<file path="config.mk">
export PLATFORM = sky130hd
export DESIGN_NAME = pad_cfg_sequencer_flat
export DESIGN_NICKNAME = d
export VERILOG_FILES = /design/src/rtl/pad_cfg_sequencer_if.sv /design/src/rtl/pad_cfg_sequencer.sv /design/src/flat_wrapper.sv
export SDC_FILE = /design/constraint.sdc
export NUM_CORES = 1
export LEC_CHECK = 0
export CORE_ASPECT_RATIO = 2
export CORE_MARGIN = 3
export CORE_UTILIZATION = 46
export CTS_CLUSTER_DIAMETER = 200
export DETAILED_ROUTE_END_ITERATION = 8
export PLACE_DENSITY_LB_ADDON = 0.2
export SLEW_MARGIN = 25
export SYNTH_ARGS = -nofsm -noshare
export SYNTH_HDL_FRONTEND = slang
export SYNTH_SLANG_ARGS = --single-unit
</file>
<file path="constraint.sdc">
create_clock -name clk_i -period 2.7 [get_ports clk_i]
set_input_delay 0.81 -clock clk_i [delete_from_list [all_inputs] [get_ports clk_i]]
set_output_delay 0.81 -clock clk_i [all_outputs]
set_load 0.02 [all_outputs]
</file>
<file path="src/rtl/pad_cfg_sequencer_if.sv">
// rtl/pad_cfg_sequencer_if.sv - request, output-enable and pad config bundle for pad_cfg_sequencer
interface pad_cfg_sequencer_if #(
    parameter int N_IO        = 64,
    parameter int NBIT_PADCFG = 6,
    parameter int IDX_W       = (N_IO > 1) ? $clog2(N_IO) : 1
);
    logic                          req_valid_i;
    logic                          req_ready_o;
    logic [IDX_W-1:0]              req_idx_i;
    logic [NBIT_PADCFG-1:0]        req_cfg_i;
    logic [N_IO-1:0]               io_oe_i;
    logic [N_IO-1:0]               io_oe_o;
    logic [N_IO*NBIT_PADCFG-1:0]   pad_cfg_o;
    logic                          busy_o;
    logic                          done_o;
    logic                          err_o;

    modport master (
        output req_valid_i, req_idx_i, req_cfg_i, io_oe_i,
        input  req_ready_o, io_oe_o, pad_cfg_o, busy_o, done_o, err_o
    );

    modport slave (
        input  req_valid_i, req_idx_i, req_cfg_i, io_oe_i,
        output req_ready_o, io_oe_o, pad_cfg_o, busy_o, done_o, err_o
    );
endinterface

</file>
<file path="src/rtl/pad_cfg_sequencer.sv">
// rtl/pad_cfg_sequencer.sv - serialises pad config writes with output-enable isolation around each write
module pad_cfg_sequencer #(
    parameter int                     N_IO          = 64,
    parameter int                     NBIT_PADCFG   = 6,
    parameter int                     SETTLE_CYCLES = 16,
    parameter logic [NBIT_PADCFG-1:0] RESET_CFG     = '0
) (
    input  logic                 clk_i,
    input  logic                 rst_ni,
    pad_cfg_sequencer_if.slave   bus
);
    localparam int IDX_W = (N_IO > 1) ? $clog2(N_IO) : 1;
    localparam int S     = (SETTLE_CYCLES < 1) ? 1 : SETTLE_CYCLES;
    localparam int CNT_W = $clog2(S + 1);
    localparam logic [CNT_W-1:0] CNT_LOAD = CNT_W'(S - 1);

    typedef enum logic [2:0] {
        ST_IDLE,
        ST_ISOLATE,
        ST_APPLY,
        ST_HOLD,
        ST_DONE,
        ST_REJECT
    } state_t;

    state_t                                 state_q;
    logic [CNT_W-1:0]                       cnt_q;
    logic [N_IO-1:0]                        mask_q;
    logic [IDX_W-1:0]                       idx_q;
    logic [NBIT_PADCFG-1:0]                 cfg_new_q;
    logic [N_IO-1:0][NBIT_PADCFG-1:0]       cfg_q;
    logic                                   ready_q;
    logic                                   busy_q;
    logic                                   done_q;
    logic                                   err_q;

    logic                                   idx_ok;
    logic                                   handshake;
    logic [NBIT_PADCFG-1:0]                 cur_cfg;

    // A power-of-two pad count makes every encodable index legal.
    generate
        if (N_IO == (1 << IDX_W)) begin : g_idx_full
            assign idx_ok = 1'b1;
        end else begin : g_idx_range
            assign idx_ok = ({1'b0, bus.req_idx_i} < (IDX_W + 1)'(N_IO));
        end
    endgenerate

    assign handshake = bus.req_valid_i && ready_q;
    assign cur_cfg   = idx_ok ? cfg_q[bus.req_idx_i] : '0;

    always_ff @(posedge clk_i or negedge rst_ni) begin
        if (!rst_ni) begin
            state_q   <= ST_IDLE;
            cnt_q     <= '0;
            mask_q    <= '0;
            idx_q     <= '0;
            cfg_new_q <= '0;
            cfg_q     <= {N_IO{RESET_CFG}};
            ready_q   <= 1'b0;
            busy_q    <= 1'b0;
            done_q    <= 1'b0;
            err_q     <= 1'b0;
        end else begin
            done_q <= 1'b0;
            err_q  <= 1'b0;
            case (state_q)
                ST_IDLE: begin
                    ready_q <= 1'b1;
                    if (handshake) begin
                        idx_q     <= bus.req_idx_i;
                        cfg_new_q <= bus.req_cfg_i;
                        cnt_q     <= CNT_LOAD;
                        ready_q   <= 1'b0;
                        busy_q    <= 1'b1;
                        if (!idx_ok) begin
                            state_q <= ST_REJECT;
                            err_q   <= 1'b1;
                        end else if (bus.req_cfg_i == cur_cfg) begin
                            state_q <= ST_DONE;
                            done_q  <= 1'b1;
                        end else begin
                            state_q <= ST_ISOLATE;
                            mask_q  <= N_IO'(1) << bus.req_idx_i;
                        end
                    end
                end
                ST_ISOLATE: begin
                    if (cnt_q == '0) state_q <= ST_APPLY;
                    else             cnt_q   <= cnt_q - 1'b1;
                end
                ST_APPLY: begin
                    cfg_q[idx_q] <= cfg_new_q;
                    cnt_q        <= CNT_LOAD;
                    state_q      <= ST_HOLD;
                end
                ST_HOLD: begin
                    // Release the pad on entry to DONE so it drives again in the done cycle.
                    if (cnt_q == '0) begin
                        state_q <= ST_DONE;
                        mask_q  <= '0;
                        done_q  <= 1'b1;
                    end else begin
                        cnt_q <= cnt_q - 1'b1;
                    end
                end
                ST_DONE, ST_REJECT: begin
                    state_q <= ST_IDLE;
                    busy_q  <= 1'b0;
                    ready_q <= 1'b1;
                end
                default: begin
                    state_q <= ST_IDLE;
                    mask_q  <= '0;
                    busy_q  <= 1'b0;
                    ready_q <= 1'b1;
                end
            endcase
        end
    end

    assign bus.req_ready_o = ready_q;
    assign bus.busy_o      = busy_q;
    assign bus.done_o      = done_q;
    assign bus.err_o       = err_q;
    assign bus.io_oe_o     = bus.io_oe_i & ~mask_q;
    assign bus.pad_cfg_o   = cfg_q;
endmodule

</file>
<file path="src/flat_wrapper.sv">
// flat-port wrapper written by rule: the top's interface ports become plain ports
module pad_cfg_sequencer_flat 
#(
    parameter int                     N_IO          = 64,
    parameter int                     NBIT_PADCFG   = 6,
    parameter int                     SETTLE_CYCLES = 16,
    parameter logic [NBIT_PADCFG-1:0] RESET_CFG     = '0
)
  (clk_i, rst_ni, bus_req_valid_i, bus_req_idx_i, bus_req_cfg_i, bus_io_oe_i, bus_req_ready_o, bus_io_oe_o, bus_pad_cfg_o, bus_busy_o, bus_done_o, bus_err_o);
  pad_cfg_sequencer_if #(.N_IO(N_IO), .NBIT_PADCFG(NBIT_PADCFG)) bus_i ();
  input  logic clk_i;
  input  logic rst_ni;
  input wire logic [$bits(bus_i.req_valid_i)-1:0] bus_req_valid_i;
  input wire logic [$bits(bus_i.req_idx_i)-1:0] bus_req_idx_i;
  input wire logic [$bits(bus_i.req_cfg_i)-1:0] bus_req_cfg_i;
  input wire logic [$bits(bus_i.io_oe_i)-1:0] bus_io_oe_i;
  output wire logic [$bits(bus_i.req_ready_o)-1:0] bus_req_ready_o;
  output wire logic [$bits(bus_i.io_oe_o)-1:0] bus_io_oe_o;
  output wire logic [$bits(bus_i.pad_cfg_o)-1:0] bus_pad_cfg_o;
  output wire logic [$bits(bus_i.busy_o)-1:0] bus_busy_o;
  output wire logic [$bits(bus_i.done_o)-1:0] bus_done_o;
  output wire logic [$bits(bus_i.err_o)-1:0] bus_err_o;
  assign bus_i.req_valid_i = bus_req_valid_i;
  assign bus_i.req_idx_i = bus_req_idx_i;
  assign bus_i.req_cfg_i = bus_req_cfg_i;
  assign bus_i.io_oe_i = bus_io_oe_i;
  assign bus_req_ready_o = bus_i.req_ready_o;
  assign bus_io_oe_o = bus_i.io_oe_o;
  assign bus_pad_cfg_o = bus_i.pad_cfg_o;
  assign bus_busy_o = bus_i.busy_o;
  assign bus_done_o = bus_i.done_o;
  assign bus_err_o = bus_i.err_o;
  pad_cfg_sequencer #(.N_IO(N_IO), .NBIT_PADCFG(NBIT_PADCFG), .SETTLE_CYCLES(SETTLE_CYCLES), .RESET_CFG(RESET_CFG)) u_core (.clk_i(clk_i), .rst_ni(rst_ni), .bus(bus_i));
endmodule
</file>
# Word-level counts from Yosys, hierarchy flattened

Index checks and enable logic that the tools add are counted.

Multiplexer cells: 25
Eq/ne operators: 11
Bitwise operators: 4
Shift operators: 1
Order comparisons: 3
$add $sub $neg: 1
Reductions and logical operators: 13

Operators by type and width:

| kind                   | count |
|---|---|
| $bwmux W384            | 1 |
| $mux W64               | 3 |
| $pmux W64 S3           | 1 |
| $and A64 B64 Y64       | 1 |
| $not A64 Y64           | 1 |
| $shl A1 B6 Y64 const A | 1 |
| $bmux W6 S6            | 1 |
| $demux W6 S6           | 1 |
| $pmux W5 S3            | 1 |
| $lt A6 B7 Y1 const B   | 2 |
| $mux W3                | 4 |
| $mux W6                | 2 |
| $pmux W3 S4            | 1 |
| $mux W5                | 2 |
| $eq A3 B2 Y1 const B   | 2 |
| $eq A3 B3 Y1 const B   | 2 |
| $eq A6 B6 Y1           | 1 |
| $ge A6 B1 Y1 const B   | 1 |
| $ne A2 B1 Y1 const B   | 3 |
| $pmux W1 S2            | 3 |
| $reduce_and A3 Y1      | 2 |
| $logic_not A5 Y1       | 1 |
| $mux W1                | 5 |
| $sub A5 B1 Y5 const B  | 1 |
| 11 further kinds       | 15 |

Bits in registers: 471
Input bits: 79

# Depth between registers and ports, before layout

Word-level depth: 6
Mapped depth: 16

# Worst setup path before layout

No wires, ideal clock.

Path kind: input -> register
Start point: input bus_req_idx_i[0]
End point: register u_core.mask_q[59]
Cell stages on the path: 12
Data required time: 2.574 ns
Path buffers: 4
Setup time: 0.126 ns
Path slack: -1.146 ns
Data arrival time: 3.720 ns
Path through: buf_6 -> buf_4 -> buf_2 -> mux4_2 -> a22oi_1 -> nand3_1 -> a31oi_1 -> xnor2_1 -> a2111oi_4 -> buf_6 -> mux2_2 -> a221o_1

Longest elaborated chain between the ends: 5
Elaborated cells on any way between the ends: 9

Ends and longest elaborated chain:

| element                            | RTL line                | RTL |
|---|---|---|
| start: declaration                 | flat_wrapper.sv:14      | `input wire logic [$bits(bus_i.req_idx_i)-1:0] bus_req_idx_i;` |
| $bmux W6 S6                        | pad_cfg_sequencer.sv:51 | `assign cur_cfg = idx_ok ? cfg_q[bus.req_idx_i] : '0;` |
| $mux W6 (implied by the code)      | pad_cfg_sequencer.sv:51 |  |
| $eq A6 B6 Y1                       | pad_cfg_sequencer.sv:80 | `end else if (bus.req_cfg_i == cur_cfg) begin` |
| $ne A2 B2 Y1 (no source line)      | n/a                     |  |
| $reduce_and A4 Y1 (no source line) | n/a                     |  |
| end signal: assignment             | pad_cfg_sequencer.sv:85 | `mask_q <= N_IO'(1) << bus.req_idx_i;` |
| end: declaration                   | pad_cfg_sequencer.sv:28 | `logic [N_IO-1:0] mask_q;` |

Parallel ways exist; a longest one is shown, timed or not. The select of a mux whose other input is x is not followed.
A chain may end at the register's enable or synchronous reset.

# Worst setup path after layout

Start point: input bus_req_idx_i[0]
End point: register u_core.mask_q[53]

Same word-level chain as after synthesis.

==> implementation parameters <==
Parameter                              Value

Hold path
  Class of the most critical hold timing path ... input port to async pin

STA
  Fin Clk Skew ... 21.8 ps
  RSZ-0062 raised after global routing ... true
  Setup violators final ... 67
  PnR worst setup slack ... -693 ps
  Slew at the pin closest to its max-slew limit ... 988 ps
  Fin crit period ... 3390 ps
  Count of pins over their slew limit ... 0
  Final-report hold violation count ... 0
  Slew margin rel. ... 0.341
  Achievable frequency ... 295 MHz
  Period utilisation layout ... 1.26

Routing
  Vias per cell ... 5.80
  Total number of vias ... 20800
  Number of design rule violations left after detail routing ... 0
  Detailed Routing Iterations Pass 1 ... 7
  Detail Route Antenna Nets ... 0
  Routed len/inst ... 27.5 µm
  First-iteration detailed-routing DRC count ... 1701
  Wire length reported by the detailed router ... 98600 µm

GRT
  GRT Total Usage ... 0.361
  Global-route wire length before repair ... 143000 µm
  Overflow left after global routing ... 0
  Largest net degree at the start of global routing ... 92
  Number of global-route vias before repair ... 22400
  Initial antenna violation count ... 4

Finish
  Final #Nets ... 2982
  Area Growth Syn to Fin ... 52.0%
  Proportion of layout cells with a drive suffix above 1 ... 0.408
  FILL cells ... 3725
  Sequential standard cell area ... 11800 µm²
  Final Instance Count excl. Fillers ... 3583
  Area used by multi-input combinational logic ... 11300 µm²

Place
  Number of instances in the placed design ... 3486
  Setup WS pre-CTS ... -1730 ps
  Post-DP HPWL ... 74100 µm
  Final weighted congestion in routability-driven placement ... 0.972
  Buffers on Ports ... 529

Setup path
  Data arrival time of the critical path ... 3810 ps
  Element type at the critical path start ... input port
  Critical path start-end classification ... input port to flop
  CP max FO ... 8
  Critical path required time ... 3120 ps
  Crit path capture type ... flop

Logic synthesis
  Most area-consuming cells after synthesis ... dfrtp_1 50%, mux2_2 19%, mux4_2 6.7%
  Fraction of synthesis flops using an asynchronous set or reset pin ... 1.00
  Area share of the largest cell type after synthesis ... 0.503
  Dominant cell by count in the synthesized netlist ... dfrtp_1
  Commonest cells in the synthesized netlist ... 471 x dfrtp_1, 391 x mux2_2, 179 x nand2_1
  Post-synth EDFFs ... 0
  Most area-hungry cell type in the Yosys netlist ... dfrtp_1
  Synthesis warning total ... 0
  Count of mapped cells out of synthesis ... 1865
  Top flip-flop cell by instance count after synthesis ... dfrtp_1
  Register area share after synthesis ... 0.503
  Number of flip-flops and latches in the synthesized netlist ... 471
  Synth Cell Area ... 23400 µm²
  Count of distinct cell types in the synthesized netlist ... 59
  Avg Inst Size Synth ... 12.6 µm²
  Synthesized net count ... 1946

CTS
  TritonCTS clock tree ... done
  Number of clock sinks ... 471
  Clk pin slew, worst setup/hold paths ... 70 ps
  Clk Latency, worst-skew pair ... 560 ps
  Max clock buf depth ... 3
  Hold buffers post-CTS ... 0
  Depth of the CTS H-tree ... 2
  Number of buffers created by CTS ... 43
  Root Buffer Master ... clkbuf_16

Status
  Outcome ... finished, violations left
  Violated checks ... negative setup slack

Floorplanning
  Effective utilization at floorplan ... 0.467
  IO Count ... 531
  DIE AREA ... 53800 µm²
  Floorplan die width ... 166 µm
  Area of the core ... 50200 µm²
  Die extent in y ... 325 µm
  Row count ... 116

Job
  # Max-Cap Violations ... 0

Power and ir drop
  Final total power ... 20.3 mW
  Leakage power ... 17.0 nW
  Maximum vdd ir drop ... 0.500 mV
  Power density relative to cell area ... 570 nW/µm²
-- per-layer routing --
metal  vias to the layer above  wire length (µm)  global-route usage
met3                       364              6890              0.0715
met5                         -                28                   0
li1                       8878                 -                   -
met1                     10500             32100               0.379
met4                         4              9080               0.265
met2                      1100             50500               0.627
-- worst max-delay path, cell delays in order --
cell and delay (ps):
buf_16 130, buf_8 120, mux4_2 540, mux2i_4 250, a22o_1 170, a211o_1 110, xnor2_1 60, or3_4 390
a2111oi_4 360, buf_6 180, buf_16 160, buf_16 150, mux2i_1 230, o211ai_1 120
-- logic make-up (layout without fill, tap and decap cells) --
logic type,after synthesis,after routing,share of synthesized area
XOR/XNOR,9,9,0.00336
AND/OR/NAND/NOR,502,502,0.105
buffers and inverters,150,1217,0.0298
multiplexers,593,593,0.312
flip-flops,471,471,0.503
AO/OA/AOI/OAI,137,137,0.0462
other,1,3,0.000160
adder cells (fa/ha/maj),2,2,0.00107
-- cell usage in the layout, fill, tap and decap left out, types with 5 or more instances in the layout --
cell type	n
mux2i_4	9
clkbuf_8	12
a22o_1	6
nand2_1	179
nor2b_1	76
dlygate4sd2_1	62
buf_6	13
a22oi_2	5
a21oi_1	6
xnor2_1	5
mux4_2	70
mux2i_1	111
buf_4	556
nand2b_1	12
clkbuf_16	47
nor3_1	34
mux2i_2	11
a22oi_1	17
clkbuf_1	11
nand3_1	39
buf_12	23
buf_16	7
clkdlybuf4s50_1	458
buf_8	5
o211ai_1	49
and3_1	54
nor4_1	7
dfrtp_2	6
inv_1	8
o21ai_0	7
clkinv_2	6
nor2_1	66
a221o_1	16
mux2_2	388
dfrtp_1	465
-- flip-flops by register name, indices dropped and copies added (netlist names), 3 cells and up --
signal	count
u_core.bus.pad_cfg_o	384
u_core.cfg_new_q	6
u_core.cnt_q	5
u_core.idx_q	6
u_core.mask_q	64
u_core.state_q	3
-- report_power, final --
part           total (mW)  internal [mW]  switching (mW)
Clock                6.21           3.48            2.74
Sequential           8.60           7.63           0.968
Combinational        5.47           2.48            2.99
-- cell type report --
class                           instances  area share
Sequential cell                       471       0.331
Multi-Input combinational cell       1244       0.317
Timing Repair Buffer                 1132       0.289
Clock buffer                           68      0.0374
Tap cell                              649      0.0228
Clock inverter                          8     0.00193
Inverter                                9    0.000949
Antenna cell                            2    0.000141
-- per-stage QoR --
stage / cell area [µm²] / hold slack [ps] / TNS, ps / util
after detailed placement: 33600 / 487 / -117560 / 0.668
after CTS: 35500 / 165 / -41310 / 0.706
final: 35600 / 166 / -41940 / 0.709
after global placement: 33600 / 482 / -114940 / 0.668
after global routing: 35600 / 173 / -45170 / 0.709
after floorplan: 23500 / 460 / -61570 / -
-- final timing paths --
path                                          start                        to  slack (ps)  depth (start not counted)
min                                          rst_ni  u_core.bus.pad_cfg_o[49]         170                          1
max in group asynchronous                    rst_ni          u_core.mask_q[8]        1660                          2
max reg2reg                u_core.bus.pad_cfg_o[68]         u_core.mask_q[53]        -550                         12
min in group clk_i                  u_core.cnt_q[0]           u_core.cnt_q[0]         500                          1
max                                bus_req_idx_i[0]         u_core.mask_q[53]        -690                         14
min reg2reg                         u_core.cnt_q[0]           u_core.cnt_q[0]         500                          1
-- repair_timing --
action,in CTS,in global routing
gates cloned,7,2
gates resized for setup,122,42
endpoints found under the setup margin,130,69
setup buffers,16,1
pin swaps,11,40
Note: power is estimated with default switching activity, not from simulation.
